`src/rtl/daq_fifo_writer.sv`:
```
// daq_fifo_writer: frames a non-stallable 16-bit link word stream into
// 18-bit FIFO words {last, first, data}. Events are closed with a trailer
// on FIFO almost-full, on excessive length or on a link stall, so the
// reader always sees properly terminated events.
module daq_fifo_writer #(
  parameter logic [11:0] MAXWDS = 12'd448,
  parameter logic [7:0]  TMO    = 8'd40
) (
  input  logic        CLKCMS,
  input  logic        RST,
  input  logic        DIN_VALID,
  input  logic [15:0] DIN,
  input  logic        DIN_LAST,
  input  logic        FAF_B,
  output logic        WRENFIFO_B,
  output logic [17:0] FDATA,
  output logic        DAV,
  output logic [7:0]  EVTCNT,
  output logic [7:0]  DROPCNT,
  output logic [2:0]  ERRFLG,
  output logic        BUSY
);

  typedef enum logic [1:0] {
    S_IDLE = 2'd0,
    S_DATA = 2'd1,
    S_DROP = 2'd2
  } state_t;

  localparam logic [3:0] TRL_FULL = 4'hE;
  localparam logic [3:0] TRL_MAX  = 4'hC;
  localparam logic [3:0] TRL_TMO  = 4'hD;

  state_t      r_state;
  logic [11:0] r_wcnt;
  logic [7:0]  r_idle;
  logic        r_wren_b;
  logic [17:0] r_fdata;
  logic        r_dav;
  logic [7:0]  r_evtcnt;
  logic [7:0]  r_dropcnt;
  logic [2:0]  r_errflg;
  logic        r_busy;

  logic [7:0]  w_idle_nxt;
  logic        w_tmo_hit;
  logic        w_max_hit;

  // Stall counter look-ahead and event length limit
  assign w_idle_nxt = r_idle + 8'd1;
  assign w_tmo_hit  = (w_idle_nxt == TMO);
  assign w_max_hit  = (r_wcnt == (MAXWDS - 12'd1));

  // Framing FSM with registered FIFO write port, counters and flags
  always_ff @(posedge CLKCMS) begin
    if (RST) begin
      r_state   <= S_IDLE;
      r_wcnt    <= 12'd0;
      r_idle    <= 8'd0;
      r_wren_b  <= 1'b1;
      r_fdata   <= 18'd0;
      r_dav     <= 1'b0;
      r_evtcnt  <= 8'd0;
      r_dropcnt <= 8'd0;
      r_errflg  <= 3'd0;
      r_busy    <= 1'b0;
    end else begin
      r_wren_b <= 1'b1;
      r_dav    <= 1'b0;
      case (r_state)
        S_IDLE: begin
          if (DIN_VALID) begin
            if (!FAF_B) begin
              // No room for a whole event: discard it without any write
              if (r_dropcnt != 8'hFF) r_dropcnt <= r_dropcnt + 8'd1;
              if (!DIN_LAST) begin
                r_state <= S_DROP;
                r_busy  <= 1'b1;
              end
            end else begin
              r_wren_b <= 1'b0;
              r_fdata  <= {DIN_LAST, 1'b1, DIN};
              r_wcnt   <= 12'd1;
              r_idle   <= 8'd0;
              if (DIN_LAST) begin
                r_dav    <= 1'b1;
                r_evtcnt <= r_evtcnt + 8'd1;
              end else begin
                r_state <= S_DATA;
                r_busy  <= 1'b1;
              end
            end
          end
        end
        S_DATA: begin
          if (DIN_VALID) begin
            r_idle <= 8'd0;
            if (DIN_LAST) begin
              r_wren_b <= 1'b0;
              r_fdata  <= {2'b10, DIN};
              r_dav    <= 1'b1;
              r_evtcnt <= r_evtcnt + 8'd1;
              r_state  <= S_IDLE;
              r_busy   <= 1'b0;
            end else if (!FAF_B) begin
              r_wren_b    <= 1'b0;
              r_fdata     <= {2'b10, TRL_FULL, r_wcnt};
              r_dav       <= 1'b1;
              r_evtcnt    <= r_evtcnt + 8'd1;
              r_errflg[2] <= 1'b1;
              r_state     <= S_DROP;
            end else if (w_max_hit) begin
              r_wren_b    <= 1'b0;
              r_fdata     <= {2'b10, TRL_MAX, r_wcnt};
              r_dav       <= 1'b1;
              r_evtcnt    <= r_evtcnt + 8'd1;
              r_errflg[0] <= 1'b1;
              r_state     <= S_DROP;
            end else begin
              r_wren_b <= 1'b0;
              r_fdata  <= {2'b00, DIN};
              r_wcnt   <= r_wcnt + 12'd1;
            end
          end else begin
            r_idle <= w_idle_nxt;
            if (w_tmo_hit) begin
              r_wren_b    <= 1'b0;
              r_fdata     <= {2'b10, TRL_TMO, r_wcnt};
              r_dav       <= 1'b1;
              r_evtcnt    <= r_evtcnt + 8'd1;
              r_errflg[1] <= 1'b1;
              r_idle      <= 8'd0;
              r_state     <= S_IDLE;
              r_busy      <= 1'b0;
            end
          end
        end
        S_DROP: begin
          if (DIN_VALID && DIN_LAST) begin
            r_state <= S_IDLE;
            r_busy  <= 1'b0;
          end
        end
        default: begin
          r_state <= S_IDLE;
          r_busy  <= 1'b0;
        end
      endcase
    end
  end

  assign WRENFIFO_B = r_wren_b;
  assign FDATA      = r_fdata;
  assign DAV        = r_dav;
  assign EVTCNT     = r_evtcnt;
  assign DROPCNT    = r_dropcnt;
  assign ERRFLG     = r_errflg;
  assign BUSY       = r_busy;

endmodule

```
`config.mk`:
```
export PLATFORM = sky130hd
export DESIGN_NAME = daq_fifo_writer
export DESIGN_NICKNAME = d
export VERILOG_FILES = /design/src/rtl/daq_fifo_writer.sv
export SDC_FILE = /design/constraint.sdc
export NUM_CORES = 1
export LEC_CHECK = 0
export CORE_UTILIZATION = 50
export CTS_CLUSTER_DIAMETER = 60
export CTS_CLUSTER_SIZE = 24
export DETAILED_ROUTE_END_ITERATION = 12
export PLACE_DENSITY_LB_ADDON = 0.25
export SLEW_MARGIN = 40
export SYNTH_ARGS = -nofsm -noshare
export SYNTH_HDL_FRONTEND = slang
export SYNTH_SLANG_ARGS = --single-unit
```
`constraint.sdc`:
```
create_clock -name CLKCMS -period 2.71 [get_ports CLKCMS]
set_input_delay 0.542 -clock CLKCMS [delete_from_list [all_inputs] [get_ports CLKCMS]]
set_output_delay 0.542 -clock CLKCMS [all_outputs]
set_load 0.05 [all_outputs]
```
==> out/metrics.yaml, run 1 <==
run_status:
  status: "completed"
clock_tree:
  numCtsBuffers: 9
  clk_path_buf_depth: 2
  cts_setup_buffers: 0
  cts_root_buffer: "clkbuf_8"
  ctsHoldBuffers: 0
  htreeDepth: 3
  path_clk_slew_ns: 0.07
  clock_latency_ns: 0.34
  cts_resized: 0
  numClockSinks: 62
  cts_tree: "built"
yosys:
  syn_area_sq_um: 3211
  postSynthCellCount: 375
  synth_cell_types: 68
  synth-seq-cells: 62
  syn_avg_cell_area_sq_um: 8.562
  synth_enable_flop_cells: 0
  synth_nets: 400
  netlist.area_leader.share: 0.3866
  yosysTopAreaCell: "dfxtp_1"
  ys.flop_type: "dfxtp_1"
  ys_async_sr_fraction: 0
  seq_area_frac_synth: 0.3866
  synth_top_cells_by_area: "dfxtp_1 39%, a21oi_1 4.5%, nor2_1 4.1%, o31ai_1 4.0%, nand2_1 3.9%"
  ys_warn_count: 0
placed_design:
  portBuffers: 60
  dpl.hpwl_microns: 5882
  place_ws_ns: 0.01867
  dp.cells: 506
  place.gp.congestion: 0.8665
route:
  ant_nets: 0
  via_count: 3226
  drcViolationCount: 0
  first_pass_iters: 5
  wl_per_cell_microns: 16.10
  finalWirelength_microns: 8402
  avgViaCountPerCell: 6.180
  drtIter0Drc: 211
layout:
  drive_above_1_share: 0.1119
  post-route-util: 0.6835
  area_growth_pct: 29.03
  antennaDiodeCount: 0
  fillers: 489
  final_cell_count_no_fill: 522
  fin_nets: 467
timing:
  fmax_mhz: 402.9
  hold_viol: 0
  finalSetupViolCount: 0
  drv_slew: 0
  worst_slack_ns: 0.2280
  rsz0062_at_grt: "no"
  maxSlewHeadroom: 0.5184
  fin_worst_skew_ns: 0.006229
  post-route-period-util: 0.9159
  tightest_slew_ns: 0.7217
  period_needed_ns: 2.482
worst_setup_path:
  critPathKind: "register to register"
  endpoint_kind: "register"
  crit_required_ns: 2.93
  crit_path_cell_trace: "nand2_1 > o31ai_2 > a41oi_2 > nor2_2 > buf_4 > a21oi_1"
  cp_slowest_cell: "nor2_2"
  critPathTopFamily: "compound AO/OA/AOI/OAI gates"
  crit_fanout: 14
  arrival_ns: 2.70
  max_stage_delay_ns: 0.51
  cp-start-kind: "register"
  critical_path_buf_inv_count: 1
power_and_ir_drop:
  irDropWorstVdd_v: 0.0004475
  leakage_uw: 0.001549
  power.density_nw_per_um2: 536.0
  p_total_uw: 2220
floorplan:
  boundaryPins: 61
  start_util: 0.5297
  dieHeight_microns: 82.13
  coreArea_sq_um: 6061
  fp.dieArea_sq_um: 6745
  fp-row-count: 28
  fp.dieW_microns: 82.13
global_route:
  grt_util_all_layers: 0.2606
  grt_overflow: 0
  grt_max_degree: 37
  grt_pass1_wl_microns: 13390
  grt_antenna_before_repair: 0
  grt_pass1_vias: 2865
hold_path:
  min_path_type: "register to register"
flow_run:
  max_cap_viol_count: 0
-- Yosys cell counts, drive strengths merged (2+ instances only) --
cell and instances:
and3 6, clkbuf 9, nand4 4, nor4 6, mux2 3, or2 2
or4 8, or3 7, a22oi 5, a31oi 6, nor2b 5, nor3 8
o21a 7, o2111ai 4, o211ai 6, buf 9, inv 8, nand3 16
nand3b 2, o31ai 18, and2 4, o221a 2, dfxtp 62, ha 4
nand2 33, o21ai 19, mux2i 12, a21oi 29, nor2 36, a41oi 3
xnor2 4, xor2 3
-- sequential cells by signal (all words and copies together) (netlist names) --
register	flops
r_state	2
r_wcnt	12
ERRFLG	3
DAV	1
r_idle	8
BUSY	1
DROPCNT	8
EVTCNT	8
WRENFIFO_B	1
FDATA	18
-- area by class of cell --
class | instances | area, sq um | area share
timing repair buffer | 75 | 713.2 | 0.1722
multi-input combinational | 286 | 1831 | 0.4419
inverter | 8 | 30.03 | 0.007249
clock buffer | 13 | 168.9 | 0.04077
tap | 75 | 93.84 | 0.02265
sequential | 62 | 1241 | 0.2996
clock inverter | 3 | 65.06 | 0.01571
-- cells in the final DEF (no fill, tap or decap), types with 4 or more instances in the layout --
master,instances
buf_4,15
and3_1,5
mux2i_1,12
nor2_1,33
o21a_1,7
inv_1,8
o21ai_0,16
and2_1,4
a22oi_1,5
nand4_1,4
dfxtp_1,62
nor4_1,5
nand3_1,16
clkbuf_8,12
clkdlybuf4s50_1,60
ha_1,4
or3_1,7
xnor2_1,4
a21oi_1,29
o31ai_1,17
or4_1,8
o2111ai_1,4
nor2b_1,5
a31oi_1,6
o211ai_1,6
nor3_1,8
nand2_1,33
-- power breakdown --
group,leakage (uW),internal (uW),switching [uW]
combinational,0.000927,123,203
sequential,0.000503,938,19.7
clock,0.000120,592,345
-- logic make-up after synthesis --
| group | after synthesis | synth area share |
|---|---|---|
| adder cells (fa/ha/maj) | 4 | 0.01559 |
| XOR/XNOR | 7 | 0.01910 |
| multiplexers | 15 | 0.04794 |
| flip-flops | 62 | 0.3866 |
| AO/OA/AOI/OAI | 116 | 0.2506 |
| AND/OR/NAND/NOR | 144 | 0.2338 |
| buffers and inverters | 27 | 0.04638 |
-- metrics by stage --
stage | setup TNS, ns | hold WS (ns) | cell area, sq um
after CTS | 0 | 0.4631 | 4140
after floorplan | 0 | 0.4847 | 3211
final | 0 | 0.4593 | 4143
after global placement | -0.1228 | 0.4488 | 3904
after detailed placement | 0 | 0.4518 | 3906
after global routing | 0 | 0.4840 | 4143
-- worst reg2reg max path, cell delays in order (launching register included) --
cell	delay (ns)
dfxtp_1	0.50
nand2_1	0.21
o31ai_2	0.42
a41oi_2	0.41
nor2_2	0.51
buf_4	0.24
a21oi_1	0.07
-- worst paths after layout --
| kind | start | to | slack (ns) | cells past startpoint |
|---|---|---|---|---|
| max | r_idle[3] | FDATA[1] | 0.23 | 6 |
| min | FDATA[8] | FDATA[8] | 0.46 | 2 |
| max reg2reg | r_idle[3] | FDATA[1] | 0.23 | 6 |
| min reg2reg | FDATA[8] | FDATA[8] | 0.46 | 2 |
-- routing by layer --
metal / part of all wire / vias up / wire, microns / track usage
met5: 0 / - / 0 / 0
met4: 0.019 / 0 / 160 / 0.1000
met3: 0.077 / 17 / 649 / 0.06813
met2: 0.47 / 148 / 3965 / 0.4058
met1: 0.43 / 1511 / 3626 / 0.3438
li1: - / 1550 / - / -
Note: power is estimated with default switching activity, not from simulation.
==> run 2, diff against run 1 <==
--- a/config.mk
+++ b/config.mk
@@ -10,7 +10,7 @@
 export CTS_CLUSTER_SIZE = 24
 export DETAILED_ROUTE_END_ITERATION = 12
 export PLACE_DENSITY_LB_ADDON = 0.25
-export SLEW_MARGIN = 40
+export SLEW_MARGIN = 10
 export SYNTH_ARGS = -nofsm -noshare
 export SYNTH_HDL_FRONTEND = slang
 export SYNTH_SLANG_ARGS = --single-unit
==> out/metrics.yaml, run 2 (synthesis gave the netlist of run 1 again) <==
global_route:
  grt_overflow: 0  # unchanged
  grt_util_all_layers: 0.2665  # +0.005920
  grt_pass1_wl_microns: 13650  # +2.0%
  grt_antenna_before_repair: 0  # unchanged
  grt_pass1_vias: 2801  # -2.2%
  grt_max_degree: 37  # unchanged
worst_setup_path:
  arrival_ns: 2.71  # about the same
  endpoint_kind: "register"
  critPathTopFamily: "compound AO/OA/AOI/OAI gates"
  max_stage_delay_ns: 0.51  # about the same
  crit_fanout: 14  # unchanged
  crit_path_cell_trace: "nand2_1 > o31ai_2 > a41oi_2 > nor2_2 > buf_4 > a21oi_1"
  critPathKind: "register to register"
  critical_path_buf_inv_count: 1  # unchanged
  crit_required_ns: 2.94  # about the same
  cp_slowest_cell: "nor2_2"
  cp-start-kind: "register"
power_and_ir_drop:
  pwr-share-comb: 0.155  # +0.009
  p_clk_frac: 0.391  # -0.031
  p_int_uw: 1506  # -8.9%
  leakage_uw: 0.001532  # -1.1%
  power.density_nw_per_um2: 513.8  # -4.1%
  seqPwrFrac: 0.454  # +0.023
  irDropWorstVdd_v: 0.0003219  # -28%
  p_switching_uw: 602.8  # +6.2%
  swShare: 0.2858  # +0.03028
floorplan:
  boundaryPins: 61  # unchanged
  fp-row-count: 28  # unchanged
  fp.dieW_microns: 82.13  # unchanged
  coreArea_sq_um: 6061  # unchanged
  fp.dieArea_sq_um: 6745  # unchanged
  dieHeight_microns: 82.13  # unchanged
  start_util: 0.5297  # unchanged
route:
  wl_per_cell_microns: 16.46  # +2.3%
  avgViaCountPerCell: 6.216  # +0.59%
  drcViolationCount: 0  # unchanged
  finalWirelength_microns: 8594  # +2.3%
  via_count: 3245  # +0.59%
  first_pass_iters: 5  # unchanged
  ant_nets: 0  # unchanged
  drtIter0Drc: 295  # +40%
layout:
  final_cell_count_no_fill: 522  # unchanged
  final_common_cell: "dfxtp_1"
  largest_register_ffs: 18  # unchanged
  antennaDiodeCount: 0  # unchanged
  fillers: 492  # +0.61%
  most-common-layout-cells: "62 x dfxtp_1, 60 x clkdlybuf4s50_1, 34 x nor2_1"
  area_growth_pct: 27.86
  fin_nets: 467  # unchanged
  drive_above_1_share: 0.1119  # unchanged
placed_design:
  dp.cells: 506  # unchanged
  dpl.hpwl_microns: 5880  # about the same
  place_ws_ns: -0.1330  # -0.1517 ns
  place.gp.congestion: 0.8665  # unchanged
  portBuffers: 60  # unchanged
timing:
  finalSetupViolCount: 0  # unchanged
  period_needed_ns: 2.480  # -0.001734 ns
  fin_worst_skew_ns: 0.01009  # +0.003864 ns
  worst_slack_ns: 0.2297  # +0.001734 ns
  drv_slew: 0  # unchanged
  fmax_mhz: 403.2  # about the same
  post-route-period-util: 0.9152  # about the same
  rsz0062_at_grt: "no"
  maxSlewHeadroom: 0.3918  # -0.1266
  tightest_slew_ns: 0.9089  # +0.1872 ns
  hold_viol: 0  # unchanged
clock_tree:
  path_clk_slew_ns: 0.07  # about the same
  numClockSinks: 62  # unchanged
  numCtsBuffers: 9  # unchanged
  clk_path_buf_depth: 2  # unchanged
  cts_setup_buffers: 0  # unchanged
  cts_resized: 0  # unchanged
  ctsHoldBuffers: 0  # unchanged
  clock_latency_ns: 0.35  # about the same
  htreeDepth: 3  # unchanged
  cts_tree: "built"
  cts_root_buffer: "clkbuf_8"
run_status:
  status: "completed"
flow_run:
  max_cap_viol_count: 0  # unchanged
hold_path:
  min_path_type: "register to register"
==> run 2: path summary, 6_finish.rpt <==
| check | endpoint | startpoint | cells past startpoint | slack, ns |
|---|---|---|---|---|
| max | FDATA[1] | r_idle[3] | 6 | 0.23 |
| min | FDATA[8] | FDATA[8] | 2 | 0.46 |
| max reg2reg | FDATA[1] | r_idle[3] | 6 | 0.23 |
| min reg2reg | FDATA[8] | FDATA[8] | 2 | 0.46 |
==> run 2: power by group through the flow <==
stage | sequential (uW) | combinational (uW) | clock (uW)
6_report | 958 | 327 | 825
5_1_grt | 960 | 348 | 876
4_1_cts | 958 | 324 | 834
3_5_place_dp | 978 | 321 | 0
3_3_place_gp | 978 | 317 | 0
2_1_floorplan | 1050 | 128 | 0
==> run 2: layout make-up <==
cell class	count	area, sq um	area share
timing repair buffer	75	713.2	0.1737
clock buffer	10	137.6	0.03353
sequential	62	1241	0.3023
multi-input combinational	286	1828	0.4453
clock inverter	6	61.31	0.01493
tap	75	93.84	0.02286
inverter	8	30.03	0.007315
==> run 2: metal layers <==
| metal | part of all wire | GRT usage | wire length, microns | vias to the layer above |
|---|---|---|---|---|
| met4 | 0.017 | 0.1035 | 142 | 0 |
| li1 | - | - | - | 1557 |
| met1 | 0.45 | 0.3764 | 3831 | 1516 |
| met2 | 0.47 | 0.4000 | 4021 | 154 |
| met5 | 0 | 0 | 0 | - |
| met3 | 0.070 | 0.04945 | 599 | 18 |
==> run 2: per-stage QoR <==
stage	setup TNS, ns	total power (uW)	hold slack, ns	instance area, sq um	utilization
2_1_floorplan	0	1182	0.4847	3211	-
3_3_place_gp	-0.1228	1295	0.4488	3904	0.6441
3_5_place_dp	-0.2772	1300	0.4556	3904	0.6441
4_1_cts	0	2116	0.4671	4103	0.6769
5_1_grt	0	2185	0.4856	4105	0.6773
6_report	0	2109	0.4588	4105	0.6773
==> run 2: worst register-to-register path: stages (launching register included) <==
cell and delay, ns:
dfxtp_1 0.49, nand2_1 0.22, o31ai_2 0.43, a41oi_2 0.40
nor2_2 0.51, buf_4 0.24, a21oi_1 0.07
==> run 3, diff against run 2 <==
--- a/config.mk
+++ b/config.mk
@@ -10,6 +10,7 @@
 export CTS_CLUSTER_SIZE = 24
 export DETAILED_ROUTE_END_ITERATION = 12
 export PLACE_DENSITY_LB_ADDON = 0.25
+export SETUP_SLACK_MARGIN = 0.15
 export SLEW_MARGIN = 10
 export SYNTH_ARGS = -nofsm -noshare
 export SYNTH_HDL_FRONTEND = slang
==> out/metrics.yaml, run 3 (synthesis gave the netlist of run 1 again) <==
route:
  first_pass_iters: 5  # unchanged
  wl_per_cell_microns: 16.45  # -0.10%
  via_count: 3250  # +0.15%
  drtIter0Drc: 292  # -1.0%
  drcViolationCount: 0  # unchanged
  finalWirelength_microns: 8585  # -0.10%
  ant_nets: 0  # unchanged
  avgViaCountPerCell: 6.226  # +0.15%
timing:
  hold_viol: 0  # unchanged
  post-route-period-util: 0.8861  # -0.02909
  fmax_mhz: 416.4  # +3.3%
  tightest_slew_ns: 0.8881  # -0.02086 ns
  worst_slack_ns: 0.3086  # +0.07884 ns
  finalSetupViolCount: 0  # unchanged
  rsz0062_at_grt: "yes"
  fin_worst_skew_ns: 0.01056  # +0.0004628 ns
  drv_slew: 0  # unchanged
  period_needed_ns: 2.401  # -0.07884 ns
  maxSlewHeadroom: 0.4058  # +0.01396
clock_tree:
  clk_path_buf_depth: 2  # unchanged
  htreeDepth: 3  # unchanged
  clock_latency_ns: 0.35  # about the same
  numCtsBuffers: 9  # unchanged
  numClockSinks: 62  # unchanged
  cts_root_buffer: "clkbuf_8"
  path_clk_slew_ns: 0.07  # about the same
  cts_setup_buffers: 0  # unchanged
  cts_tree: "built"
floorplan:
  fp-row-count: 28  # unchanged
  fp.dieW_microns: 82.13  # unchanged
  dieHeight_microns: 82.13  # unchanged
  start_util: 0.5297  # unchanged
  fp.dieArea_sq_um: 6745  # unchanged
  boundaryPins: 61  # unchanged
  coreArea_sq_um: 6061  # unchanged
placed_design:
  dpl.hpwl_microns: 5880  # unchanged
  place.gp.congestion: 0.8665  # unchanged
  place_ws_ns: -0.1330  # unchanged
  portBuffers: 60  # unchanged
layout:
  largest_register_ffs: 18  # unchanged
  area_growth_pct: 28.10
  fin_nets: 467  # unchanged
  antennaDiodeCount: 0  # unchanged
  final_common_cell: "dfxtp_1"
  post-route-util: 0.6786  # +0.001238
  drive_above_1_share: 0.1141  # +0.002237
  most-common-layout-cells: "62 x dfxtp_1, 60 x clkdlybuf4s50_1, 33 x nand2_1, 33 x nor2_1, 29 x a21oi_1"
worst_setup_path:
  cp-start-kind: "register"
  arrival_ns: 2.69  # -0.02 ns
  crit_fanout: 14  # unchanged
  r2r_slack_ns: 0.31  # +0.08 ns
  crit_required_ns: 2.99  # +0.05 ns
  ff2ff_path_depth: 5  # -1
  critPathKind: "register to register"
  endpoint: "EVTCNT[6]"
  worstSetupStartpoint: "r_idle[3]"
  endpoint_kind: "register"
  r2r_end: "EVTCNT[6]"
  r2r_start: "r_idle[3]"
global_route:
  grt_max_degree: 37  # unchanged
  grt_pass1_wl_microns: 13650  # unchanged
  grt_util_all_layers: 0.2665  # unchanged
  grt_antenna_before_repair: 0  # unchanged
  grt_pass1_vias: 2801  # unchanged
  grt_overflow: 0  # unchanged
run_status:
  status: "completed"
power_and_ir_drop:
  irDropWorstVdd_v: 0.0003184  # -1.1%
  power.density_nw_per_um2: 513.7  # about the same
  leakage_uw: 0.001532  # about the same
hold_path:
  min_path_type: "register to register"
flow_run:
  max_cap_viol_count: 0  # unchanged
run 3: cell count changes in the layout (fill, tap and decap cells not counted):
cell    previous run  this run
nor2_1            34        33
nor2_4             0         1
run 3: worst min-delay path by stage:
stage,startpoint,end,slack [ns],cells after the start
2_1_floorplan,r_wcnt[11],r_wcnt[11],0.48,2
3_3_place_gp,FDATA[8],FDATA[8],0.45,2
3_5_place_dp,FDATA[8],FDATA[8],0.46,2
4_1_cts,FDATA[8],FDATA[8],0.47,2
5_1_grt,ERRFLG[1],ERRFLG[1],0.49,1
6_report,FDATA[8],FDATA[8],0.46,2
run 3: timing repair:
item,in CTS,in global routing
hold buffers,0,0
endpoints found under the setup margin,0,15
endpoints found under the hold margin,0,0
resized for setup,0,3
run 3: power by group:
part | switching [uW] | internal (uW)
registers | 19.7 | 938
logic | 205 | 123
clock network | 381 | 446
total | 606 | 1510
run 3: per-stage QoR:
step | hold slack (ns) | instance area (sq um) | setup TNS, ns | std cells | total power (uW)
final | 0.4589 | 4113 | 0 | 522 | 2113
after floorplan | 0.4847 | 3211 | 0 | 375 | 1182
after detailed placement | 0.4556 | 3904 | -0.2772 | 506 | 1300
after global placement | 0.4488 | 3904 | -0.1228 | 506 | 1295
after CTS | 0.4671 | 4103 | 0 | 522 | 2116
after global routing | 0.4856 | 4113 | 0 | 522 | 2186
run 3: final cells by class:
| type | count | area (sq um) |
|---|---|---|
| fill | 491 | 1948 |
| multi-input combinational | 286 | 1836 |
| sequential | 62 | 1241 |
| timing repair buffer | 75 | 713.2 |
| clock buffer | 10 | 137.6 |
| tap | 75 | 93.84 |
| clock inverter | 6 | 61.31 |
| inverter | 8 | 30.03 |
run 3: critical path, cell delays in order (launching register included):
cell and delay, ns:
dfxtp_1 0.49, nand2_1 0.22, o31ai_2 0.42, a41oi_2 0.43
or4_1 0.62, a21oi_1 0.15
run 3: routing by layer:
metal  share of wire  up-vias  GRT usage  wire (microns)
met1            0.45     1514     0.3764            3840
met2            0.46      163     0.4000            3950
li1                -     1556          -               -
met3           0.075       17    0.04945             648
met5               0        -          0               0
met4           0.017        0     0.1035             146
